### config.mk
export PLATFORM = sky130hd
export DESIGN_NAME = fuel_dispense_bcd_ctrl
export DESIGN_NICKNAME = d
export VERILOG_FILES = /design/src/rtl/fuel_dispense_bcd_ctrl.sv
export SDC_FILE = /design/constraint.sdc
export NUM_CORES = 1
export LEC_CHECK = 0
export ABC_AREA = 1
export BUFFER_PORTS_ARGS = -buffer_cell sky130_fd_sc_hd__buf_2
export CAP_MARGIN = 25
export CORE_MARGIN = 5
export CORE_UTILIZATION = 55
export DETAILED_ROUTE_END_ITERATION = 10
export PLACE_DENSITY_LB_ADDON = 0.12
export SLEW_MARGIN = 40
export SYNTH_ARGS = -nofsm -noshare
export SYNTH_HDL_FRONTEND = slang
export SYNTH_SLANG_ARGS = --single-unit
### constraint.sdc
create_clock -name clk -period 6.5 [get_ports clk]
set_input_delay 0.65 -clock clk [delete_from_list [all_inputs] [get_ports clk]]
set_output_delay 0.65 -clock clk [all_outputs]
set_load 0.02 [all_outputs]
### src/rtl/fuel_dispense_bcd_ctrl.sv
// Fuel pump dispense controller: counts flow pulses into BCD volume/cost totals
// and scans the selected total one digit at a time onto a one-hot digit enable.
module fuel_dispense_bcd_ctrl #(
  parameter int unsigned PULSES_PER_UNIT = 10,
  parameter int unsigned SCAN_DIV        = 4
) (
  input  logic        clk,
  input  logic        rst_n,
  input  logic        start,
  input  logic        stop,
  input  logic        clr,
  input  logic        flow_pulse,
  input  logic [7:0]  price_bcd,
  input  logic        disp_sel,
  output logic        valve_open,
  output logic        limit_hit,
  output logic [15:0] volume_bcd,
  output logic [15:0] cost_bcd,
  output logic [3:0]  bcd_out,
  output logic [3:0]  digit_en
);

  localparam int unsigned CNT_W  = 8;
  localparam int unsigned SCAN_W = 16;
  localparam int unsigned TOT_W  = 16;

  localparam logic [1:0] ST_IDLE     = 2'd0;
  localparam logic [1:0] ST_DISPENSE = 2'd1;
  localparam logic [1:0] ST_DONE     = 2'd2;

  logic [1:0]        state_q, state_d;
  logic [TOT_W-1:0]  volume_q, volume_d;
  logic [TOT_W-1:0]  cost_q, cost_d;
  logic [CNT_W-1:0]  pcnt_q, pcnt_d;
  logic [7:0]        price_q, price_d;
  logic              limit_q, limit_d;
  logic              valve_q, valve_d;
  logic [SCAN_W-1:0] scan_q, scan_d;
  logic [3:0]        digit_en_q, digit_en_d;
  logic [3:0]        bcd_out_q, bcd_out_d;

  logic [TOT_W:0]    vol_sum;
  logic [TOT_W:0]    cost_sum;
  logic              unit_done;
  logic              overflow;
  logic              scan_wrap;
  logic [TOT_W-1:0]  sel_total;

  // Four-digit BCD add; bit 16 of the result is the decimal carry out of digit 3.
  function automatic logic [16:0] bcd_add16(input logic [15:0] a, input logic [15:0] b);
    logic [4:0]  s;
    logic        c;
    logic [15:0] r;
    c = 1'b0;
    r = '0;
    for (int i = 0; i < 4; i++) begin
      s = 5'(a[4*i +: 4]) + 5'(b[4*i +: 4]) + 5'(c);
      if (s > 5'd9) begin
        s = s + 5'd6;
        c = 1'b1;
      end else begin
        c = 1'b0;
      end
      r[4*i +: 4] = s[3:0];
    end
    return {c, r};
  endfunction

  assign vol_sum   = bcd_add16(volume_q, 16'h0001);
  assign cost_sum  = bcd_add16(cost_q, {8'h00, price_q});
  assign unit_done = flow_pulse && (pcnt_q == CNT_W'(PULSES_PER_UNIT - 1));
  assign overflow  = (volume_q == 16'h9999) || cost_sum[TOT_W];

  // Transaction FSM and totals
  always_comb begin
    state_d  = state_q;
    volume_d = volume_q;
    cost_d   = cost_q;
    pcnt_d   = pcnt_q;
    price_d  = price_q;
    limit_d  = limit_q;
    case (state_q)
      ST_IDLE: begin
        volume_d = '0;
        cost_d   = '0;
        pcnt_d   = '0;
        if (start && !clr) begin
          state_d = ST_DISPENSE;
          price_d = price_bcd;
          limit_d = 1'b0;
        end
      end
      ST_DISPENSE: begin
        if (clr) begin
          state_d  = ST_IDLE;
          volume_d = '0;
          cost_d   = '0;
          pcnt_d   = '0;
          limit_d  = 1'b0;
        end else begin
          if (unit_done) begin
            pcnt_d = '0;
            if (overflow) begin
              limit_d = 1'b1;
              state_d = ST_DONE;
            end else begin
              volume_d = vol_sum[TOT_W-1:0];
              cost_d   = cost_sum[TOT_W-1:0];
            end
          end else if (flow_pulse) begin
            pcnt_d = pcnt_q + 8'd1;
          end
          if (stop) begin
            state_d = ST_DONE;
          end
        end
      end
      ST_DONE: begin
        if (clr) begin
          state_d  = ST_IDLE;
          volume_d = '0;
          cost_d   = '0;
          pcnt_d   = '0;
          limit_d  = 1'b0;
        end else if (start) begin
          state_d  = ST_DISPENSE;
          price_d  = price_bcd;
          volume_d = '0;
          cost_d   = '0;
          pcnt_d   = '0;
          limit_d  = 1'b0;
        end
      end
      default: begin
        state_d  = ST_IDLE;
        volume_d = '0;
        cost_d   = '0;
        pcnt_d   = '0;
        limit_d  = 1'b0;
      end
    endcase
  end

  assign valve_d = (state_d == ST_DISPENSE);

  // Digit scanner; bcd_out tracks next-cycle totals so it matches digit_en after every edge
  assign scan_wrap = (scan_q == SCAN_W'(SCAN_DIV - 1));
  assign sel_total = disp_sel ? cost_d : volume_d;

  always_comb begin
    scan_d     = scan_wrap ? '0 : scan_q + 16'd1;
    digit_en_d = scan_wrap ? {digit_en_q[2:0], digit_en_q[3]} : digit_en_q;
    bcd_out_d  = 4'd0;
    case (digit_en_d)
      4'b0001: bcd_out_d = sel_total[3:0];
      4'b0010: bcd_out_d = sel_total[7:4];
      4'b0100: bcd_out_d = sel_total[11:8];
      4'b1000: bcd_out_d = sel_total[15:12];
      default: bcd_out_d = 4'd0;
    endcase
  end

  always_ff @(posedge clk) begin
    if (!rst_n) begin
      state_q    <= ST_IDLE;
      volume_q   <= '0;
      cost_q     <= '0;
      pcnt_q     <= '0;
      price_q    <= '0;
      limit_q    <= 1'b0;
      valve_q    <= 1'b0;
      scan_q     <= '0;
      digit_en_q <= 4'b0001;
      bcd_out_q  <= 4'd0;
    end else begin
      state_q    <= state_d;
      volume_q   <= volume_d;
      cost_q     <= cost_d;
      pcnt_q     <= pcnt_d;
      price_q    <= price_d;
      limit_q    <= limit_d;
      valve_q    <= valve_d;
      scan_q     <= scan_d;
      digit_en_q <= digit_en_d;
      bcd_out_q  <= bcd_out_d;
    end
  end

  assign valve_open = valve_q;
  assign limit_hit  = limit_q;
  assign volume_bcd = volume_q;
  assign cost_bcd   = cost_q;
  assign bcd_out    = bcd_out_q;
  assign digit_en   = digit_en_q;

endmodule

==> results.md, run 1 <==
* DRC at 0
* Netlist cell types at 40
* Gr ovfl total at 0
* Worst setup SP type: flop
* Fmax at 0.165 GHz
* Final Hold Viols at 0
* Cells after Synth at 831
* Post-DP Area at approximately 5600 sq um
* Xor/xnor share of the synthesized area at approximately 1.5%
* R2R depth at 33
* Via density per instance at ~5.3
* Synth Area in Compound Gates at under 10%
* DR pass1 iterations at 5
* Hold Crit Depth at 1
* Adder-cell share of the synthesized area at approximately a tenth
* Drt first-iter violations at about 290
* Status: finished, final reports clean
* Critical Path Max Stage Delay at ~0.43 ns
* Port bufs at 56
* DP HPWL at just under 10 mm
* Sink Count at 76
* DIE AREA at about 12000 sq um
* Mux contribution to synthesized area at 0%
* Post-route setup slack at around 0.45 ns
* Routed wire length at around 14 mm
* Most frequent CP cell: nand3_1
* Simple-Gate Fraction of Synth Area at around 44%
* Placed cell count at roughly 1.0k
* CTS buffer count at 9
* CTS tree: built
* Fin. max-slew vios at 0
* Final Total Pwr at 1.01 mW
* Clk_lat worst skew at 0.36 ns
* Initial Utilization at 56.5%
* WS Path Type: reg2reg
* Clock tree buffer depth at 2
* Worst IR Drop VDD at roughly 0.15 mV
* Vias in the first global route at 4943
* I/O pins at 57
* Synth warn at 0
* Arr. time, crit path at 6.36 ns
* R2R setup slack at between 0.4 and 0.5 ns
* Clock transition at path regs at approximately 0.080 ns
* Worst setup path endpoint: bcd_out[2]
* Initial antenna violation count at 0
* Crit. End Element: flop
* Setup WS pre-CTS at approximately 0.31 ns
* First-pass GRT wire length at 21.9 mm
* Via count at roughly 5.4k
* Leakage power at ~3.0 nW
* Worst r2r src: cost_bcd[0]
* Post-Syn Area at around 5200 sq um
* Die Wd at 108 um
* Number of flops mapped to enable cells by yosys at 0
* FP Rows at 35
* Most area-hungry cell type in the Yosys netlist: dfxtp_1
* Combinational family with the most area after synthesis: simple AND/OR/NAND/NOR gates
* Slew margin rel. at between 60% and 70%
* Crit-path slowest cell: fa_1
* GRT Resource Usage Total at between 20% and 30%
* Hold slack at around 0.45 ns
* Finished Cell Area at between 5000 and 6000 sq um
* Clock root cell: clkbuf_8
* Final #Nets at between 900 and 1k
* CP Data Required Time at between 6 and 7 ns
* Worst hold path type: reg2reg
* Largest net degree at the start of global routing at 48
* WL per Instance at 13.2 um
* Least-Margin Pin Slew at 0.572 ns
* Power Density at approximately 170 nW/um^2
* CTS Hold Bufs at 0
* Synth area leaders: dfxtp_1, nand2_1, ha_1
* Final period util at roughly 93%
* Post-synth top area share at just under 30%
* GP Congestion at approximately 0.95
* Worst R2R End: bcd_out[2]
* Sequential fraction of the synthesis area at between 20% and 30%
* Dominant synthesized flop cell: dfxtp_1
* Height of the chip at approximately 110 um
* Worst clock skew at roughly 0.008 ns
* Finished Layout Cells at between 1k and 1.5k
* Min cycle time layout at slightly above 6 ns
* Syn nets at slightly below 900
* #FFs+latches synth at 76
* Final setup fails at 0
* CP max FO at 4
* Maximum capacitance violations at 0
* Synthesized area per cell at 6.31 sq um
* Synth-to-Final Area Change at 13.0%
* ANT cells at 0
* Critical Path Start: cost_bcd[0]
* Setup TNS at 0 ns
* Post-route ant nets at 0
* Core ar. at a little over 9000 sq um
* H-Tree Level Count at 3
* Asr flop ratio synth at 0%
* Final core utilization at about 64%
* Layout cells sized above 1 at roughly 13%
-- worst min path at each step --
stage	start	end	slack (ns)
2_1_floorplan	scan_q[0]	scan_q[0]	0.42
3_5_place_dp	scan_q[0]	scan_q[0]	0.45
6_report	scan_q[0]	scan_q[0]	0.45
3_3_place_gp	scan_q[0]	scan_q[0]	0.43
5_1_grt	scan_q[0]	scan_q[0]	0.49
4_1_cts	scan_q[0]	scan_q[0]	0.46
-- cells in the mapped netlist, types with 5 or more instances --
cell type	instances
nand2_1	272
inv_1	104
nor2_1	104
nand3_1	92
dfxtp_1	76
ha_1	38
o21ai_0	24
a21oi_1	15
nand4_1	12
nor3_1	8
xor2_1	8
clkbuf_1	7
nand2_2	7
nor3b_1	7
nand3b_1	5
o21bai_1	5
-- layer usage --
layer | wire length [um] | vias up | GRT usage, % | share of wire [%]
met5 | 0 | - | 0 | 0
met4 | 259 | 0 | 7.66 | 1.9
met3 | 818 | 21 | 4.26 | 6.0
met2 | 6430 | 162 | 40.1 | 48
met1 | 6020 | 2472 | 28.6 | 44
li1 | - | 2748 | - | -
-- flip-flops by register name (all words and copies together), names as in the netlist --
signal and flops:
cost_bcd 16, price_q 8, limit_hit 1, volume_bcd 16, pcnt_q 8, bcd_out 4
digit_en 4, scan_q 16, valve_open 1, state_q 2
-- layout by cell type (no fill, tap or decap), drive strengths merged, types with 14 or more instances in the layout --
cell type  netlist  final
a21oi           16     16
buf             11     63
dfxtp           76     76
ha              38     38
inv            107    108
nand2          279    280
nand3           92     92
nand4           14     14
nor2           112    113
o21ai           26     26
-- cells by family after synthesis --
family / Yosys count
xor gates and xnor gates: 9
buffers and inverters: 127
DFF: 76
and+or+nand+nor: 525
AOI/OAI and AO/OA: 53
adders and majority gates: 41
-- worst max-delay path: cells and delay by family (launching register included) --
| family | cells | cell delay (ns) |
|---|---|---|
| adders and majority gates | 8 | 2.38 |
| and+or+nand+nor | 16 | 1.90 |
| buffers and inverters | 7 | 0.73 |
| AOI/OAI and AO/OA | 2 | 0.61 |
| DFF | 1 | 0.37 |
-- power by group --
part | leakage (nW) | internal, mW | total [mW] | switching [mW]
clock network | 0.113 | 0.227 | 0.415 | 0.188
logic | 2.28 | 0.0314 | 0.112 | 0.0804
registers | 0.615 | 0.475 | 0.482 | 0.00669
total | 3.01 | 0.734 | 1.01 | 0.276
-- repair_timing --
item,CTS,global route
setup endpoints to repair,0,4
gates resized for setup,0,8
setup buffers,0,5
-- layout make-up --
cell class,instances,area (sq um)
Clock buffer,10,138
Clock inverter,6,86.3
Fill cell,904,3360
Inverter,109,410
Multi-Input combinational cell,630,3260
Sequential cell,76,1520
Tap cell,129,161
Timing Repair Buffer,63,345
Note: power is estimated with default switching activity, not from simulation.
==> inputs of run 2 (changes only) <==
--- a/config.mk
+++ b/config.mk
@@ -6,11 +6,11 @@
 export NUM_CORES = 1
 export LEC_CHECK = 0
 export ABC_AREA = 1
-export BUFFER_PORTS_ARGS = -buffer_cell sky130_fd_sc_hd__buf_2
 export CAP_MARGIN = 25
 export CORE_MARGIN = 5
 export CORE_UTILIZATION = 55
 export DETAILED_ROUTE_END_ITERATION = 10
+export DONT_BUFFER_PORTS = 1
 export PLACE_DENSITY_LB_ADDON = 0.12
 export SLEW_MARGIN = 40
 export SYNTH_ARGS = -nofsm -noshare
==> constraint.sdc (replaced) <==
create_clock -name clk -period 7.65 [get_ports clk]
set_input_delay 0.765 -clock clk [delete_from_list [all_inputs] [get_ports clk]]
set_output_delay 0.765 -clock clk [all_outputs]
set_load 0.02 [all_outputs]
==> run 2 against run 1 <==
Clock skew up 0.0020 ns; design area down 6.9%; largest power group unchanged; highest routed layer unchanged; clock-buffer cell count unchanged; wire length down 7.0%; fmax down 4.8%.
==> results.md, run 2 (synthesis results as in run 1) <==
* Slew margin rel. at a little over three fifths
* Combinational share of power at under 10%
* WL per Instance at about 13 um
* Commonest non-fill, non-tap cell in the layout: nand2_1
* DR pass1 iterations at 4
* Gr ovfl total at 0
* Worst r2r src: cost_bcd[0]
* Via density per instance at ~5.2
* Die Wd at around 110 um
* Post-route ant nets at 0
* Leakage power at 2.67 nW
* Crit-path slowest cell: dfxtp_1
* Initial Utilization at between 50% and 60%
* CTS tree: built
* DRC at 0
* Post-DP Area at about 5300 sq um
* Layout cells sized above 1 at under 10%
* FP Rows at 35
* Int Pwr at about 600 uW
* Clock root cell: clkbuf_8
* Clock power frac at 39.0%
* Drt first-iter violations at a little over 300
* Share of power burned in registers at 51.2%
* Worst Path Buf+Inv at 6
* Height of the chip at 108 um
* Worst clock skew at around 0.01 ns
* Synth-to-Final Area Change at 5.27%
* Vias in the first global route at 4708
* Critical Path Max Stage Delay at roughly 0.49 ns
* Least-Margin Pin Slew at 0.563 ns
* Most frequent CP cell: nand2_1
* Commonest non-fill, non-tap cells in the layout: nand2_1, inv_1, nor2_1, nand3_1, dfxtp_1
* Final #Nets at between 800 and 900
* Core ar. at between 9000 and 10000 sq um
* ANT cells at 0
* GRT Resource Usage Total at a little under a quarter
* Maximum capacitance violations at 0
* Final setup fails at 0
* Critical Path Start: cost_bcd[0]
* Port bufs at 0
* GP Congestion at 0.884
* Via count at 4988
* I/O pins at 57
* Largest net degree at the start of global routing at 48
* Power Density at 146 nW/um^2
* CP Data Required Time at slightly below 8 ns
* Fin. max-slew vios at 0
* CTS Hold Bufs at 0
* Post-CTS Setup Bufs at 0
* Fmax at around 0.16 GHz
* Setup TNS at 0 ns
* RSZ-0062 raised after global routing: false
* Switching share of power at 27.6%
* Switch Pwr at between 200 and 250 uW
* Clk_lat worst skew at between 0.3 and 0.4 ns
* Finished Cell Area at 5520 sq um
* Arr. time, crit path at between 6 and 7 ns
* First-pass GRT wire length at about 21 mm
* Final period util at 83.1%
* CP max FO at 23
* Sink Count at 76
* Routed wire length at roughly 13 mm
* Worst IR Drop VDD at about 0.12 mV
* Clock transition at path regs at ~0.090 ns
* Final Hold Viols at 0
* Status: finished, final reports clean
* Post-CTS resize count at 0
* CTS buffer count at 9
* Crit. End Element: flop
* DIE AREA at about 12000 sq um
* Hold path startpoint: scan_q[0]
* Initial antenna violation count at 0
* H-Tree Level Count at 3
* Min cycle time layout at ~6.4 ns
* Family with the most delay on the worst path: simple AND/OR/NAND/NOR gates
* Clock tree buffer depth at 2
* DP HPWL at slightly below 10 mm
* Worst hold path type: reg2reg
* Worst setup SP type: flop
* WS Path Type: reg2reg
run 2: cell types whose count changed in the layout (fill, tap and decap cells not counted), moves of 2 or more:
cell / delta
buf_4: -4
nand2_2: +2
nor2_4: -2
buf_2: -56
nand2_4: -2
run 2: worst reg2reg max path: cells and delay by family, from the launching register on:
family        cells  cell delay [ns]
fa+ha+maj         8             2.46
flops             1             0.49
simple gates     23             2.77
buf+inv           6             0.54
run 2: metrics by stage:
stage	utilization [%]	hold slack [ns]	power, mW	cells	setup slack [ns]
3_3_place_gp	57.3	0.434	0.501	944	1.45
3_5_place_dp	57.3	0.456	0.502	944	1.33
2_1_floorplan	-	0.418	0.486	831	2.10
5_1_grt	59.4	0.470	0.850	960	0.645
4_1_cts	59.4	0.469	0.815	960	1.32
6_report	59.4	0.468	0.808	960	1.29
run 2: power by group through the flow:
stage / Clock [mW] / Combinational (mW) / Sequential (mW)
floorplan: 0 / 0.0645 / 0.421
global placement: 0 / 0.0772 / 0.423
detailed placement: 0 / 0.0782 / 0.423
CTS: 0.322 / 0.0787 / 0.414
global route: 0.344 / 0.0912 / 0.415
finish: 0.315 / 0.0795 / 0.414
run 2: final cells by class:
type / instances / area, sq um
inverters: 109 / 410
multi-input cells: 628 / 3210
repair buffers: 2 / 15.0
well taps: 129 / 161
fillers: 931 / 3760
clock inverters: 6 / 63.8
clock buffers: 10 / 138
flip-flops and latches: 76 / 1520
run 2: final timing paths:
| kind | to | slack, ns | cells past startpoint |
|---|---|---|---|
| worst max-delay path | bcd_out[0] | 1.29 | 37 |
| worst min-delay path | scan_q[0] | 0.47 | 1 |
| worst max register to register | bcd_out[0] | 1.29 | 37 |
| worst min register to register | scan_q[0] | 0.47 | 1 |
run 2: per-layer routing:
metal | global-route usage (%) | part of all wire, % | vias to the layer above
li1 | - | - | 2626
met1 | 29.1 | 46 | 2239
met2 | 38.0 | 47 | 109
met3 | 5.40 | 6.2 | 14
met4 | 5.86 | 1.3 | 0
met5 | 0 | 0 | -
==> inputs of run 3 (changes only) <==
==> constraint.sdc (replaced) <==
create_clock -name clk -period 5.8 [get_ports clk]
set_input_delay 0.58 -clock clk [delete_from_list [all_inputs] [get_ports clk]]
set_output_delay 0.58 -clock clk [all_outputs]
set_load 0.02 [all_outputs]
==> run 3 against run 2 <==
Clock-buffer cell count rose by 1; non-clock buffer count rose by 25; sequential cell count is the same; register-to-register slack worse by 1.0 ns; clock skew down 0.0021 ns; global-route usage up 0.77 points; via count increased by 4.5%; clock power rose by 20%; power up 28%; sequential share of layout area is 1.3 points lower; first-iteration DRC count grew 35%; sequential power increased by 32%; critical endpoint unchanged.
==> results.md, run 3 (synthesis results as in run 1) <==
* Most frequent CP cell: nand2_1
* Layout cells sized above 1 at 11.9%
* ANT cells at 0
* CP max FO at 5
* H-Tree Level Count at 3
* Fmax at approximately 0.18 GHz
* WS Path Type: reg2reg
* Initial Utilization at 56.5%
* Maximum capacitance violations at 0
* Min cycle time layout at approximately 5.5 ns
* Least-Margin Pin Slew at around 0.57 ns
* Synth-to-Final Area Change at 11.0%
* Clock transition at path regs at roughly 0.070 ns
* Fin. max-slew vios at 0
* Drt first-iter violations at 412
* DRC at 0
* Crit-path slowest cell: fa_1
* FP Rows at 35
* Final Hold Viols at 0
* DIE AREA at approximately 12000 sq um
* Gr ovfl total at 0
* First-pass GRT wire length at roughly 22 mm
* CTS tree: built
* Finished Cell Area at a little under 6000 sq um
* WL per Instance at roughly 14 um
* Worst setup SP type: flop
* Initial antenna violation count at 0
* Height of the chip at around 110 um
* R2R depth at 35
* Slew margin rel. at between 60 and 70%
* Worst clock skew at 0.00789 ns
* Commonest non-fill, non-tap cells in the layout: nand2_1, nor2_1, inv_1, nand3_1, dfxtp_1
* Power Density at approximately 180 nW/um^2
* Via count at between 5k and 6k
* Post-route ant nets at 0
* Arr. time, crit path at around 5.8 ns
* CP Data Required Time at approximately 6.1 ns
* Worst IR Drop VDD at around 0.14 mV
* Worst hold path type: in2reg
* Clk_lat worst skew at 0.35 ns
* Critical Path Max Stage Delay at 0.44 ns
* Commonest non-fill, non-tap cell in the layout: nand2_1
* Vias in the first global route at between 4k and 5k
* Sink Count at 76
* Final setup fails at 0
* Via density per instance at 5.30
* I/O pins at 57
* Final period util at a little over nine tenths
* Port bufs at 0
* Hold Crit Depth at 1
* DP HPWL at roughly 9.9 mm
* CTS buffer count at 9
* Crit. End Element: flop
* Clock tree buffer depth at 2
* Post-DP Area at ~5400 sq um
* Core ar. at about 9300 sq um
* GP Congestion at a little over 0.9
* Clock root cell: clkbuf_8
* Die Wd at between 100 and 150 um
* Largest net degree at the start of global routing at 48
* Leakage power at between 2 and 3 nW
* Final #Nets at 907
* Setup TNS at 0 ns
* Routed wire length at 13.4 mm
* DR pass1 iterations at 5
* Status: finished, final reports clean
* Hold slack at 0.300 ns
* GRT Resource Usage Total at a little under a quarter
## run 3: cell types whose count changed in the layout (fill, tap and decap cells not counted), moves of 3 or more
| cell | delta |
|---|---|
| buf_4 | +24 |
| nand2_1 | -11 |
| ha_1 | -9 |
| nand2_2 | +9 |
| ha_2 | +7 |
| nand3_1 | -6 |
| nand3_2 | +6 |
| dfxtp_1 | -4 |
| dfxtp_2 | +4 |
| inv_1 | -3 |
| inv_2 | +3 |
## run 3: timing repair
action                     4_1_cts  5_1_grt
hold buffers                     0        0
pin swaps                        4       10
setup endpoints to repair        5       39
setup buffers                    6        7
resized for setup                8       34
## run 3: per-layer routing
layer	share of wire [%]	track usage, %	wire, um	vias to the layer above
met5	0	0	0	-
met4	1.6	6.85	220	0
met3	6.2	5.40	830	16
met2	48	39.6	6470	133
met1	44	29.6	5880	2408
li1	-	-	-	2657
## run 3: final timing paths
| kind | startpoint | end | slack, ns |
|---|---|---|---|
| max reg2reg | cost_bcd[0] | bcd_out[0] | 0.27 |
| max | cost_bcd[0] | bcd_out[0] | 0.27 |
| min reg2reg | scan_q[0] | scan_q[0] | 0.46 |
| min | rst_n | digit_en[0] | 0.30 |
## run 3: layout make-up
cell class	count	area [sq um]
Sequential cell	76	1530
Inverter	109	410
Timing Repair Buffer	27	206
Clock inverter	3	40.0
Fill cell	922	3460
Clock buffer	11	131
Tap cell	129	161
Multi-Input combinational cell	628	3340
## run 3: power by group
group	total [mW]	switching, mW	leakage (nW)	internal, mW
Clock	0.379	0.186	0.0890	0.193
Combinational	0.110	0.0787	2.07	0.0315
Sequential	0.547	0.0134	0.617	0.533
Total	1.04	0.278	2.78	0.758
## run 3: through the flow
step | util, % | total power [mW] | setup WS [ns] | std cells
floorplan | - | 0.641 | 0.247 | 831
global placement | 58.2 | 0.659 | 0.0302 | 956
detailed placement | 58.2 | 0.663 | -0.208 | 956
CTS | 61.0 | 1.04 | 0.00519 | 976
global route | 62.7 | 1.09 | -0.100 | 983
finish | 62.7 | 1.04 | 0.268 | 983
## run 3: critical path: cells and delay by family, from the launching register on
kind	cells	cell delay [ns]
simple gates	19	2.10
flops	1	0.33
buf+inv	7	0.67
fa+ha+maj	8	2.19
compound gates	1	0.18
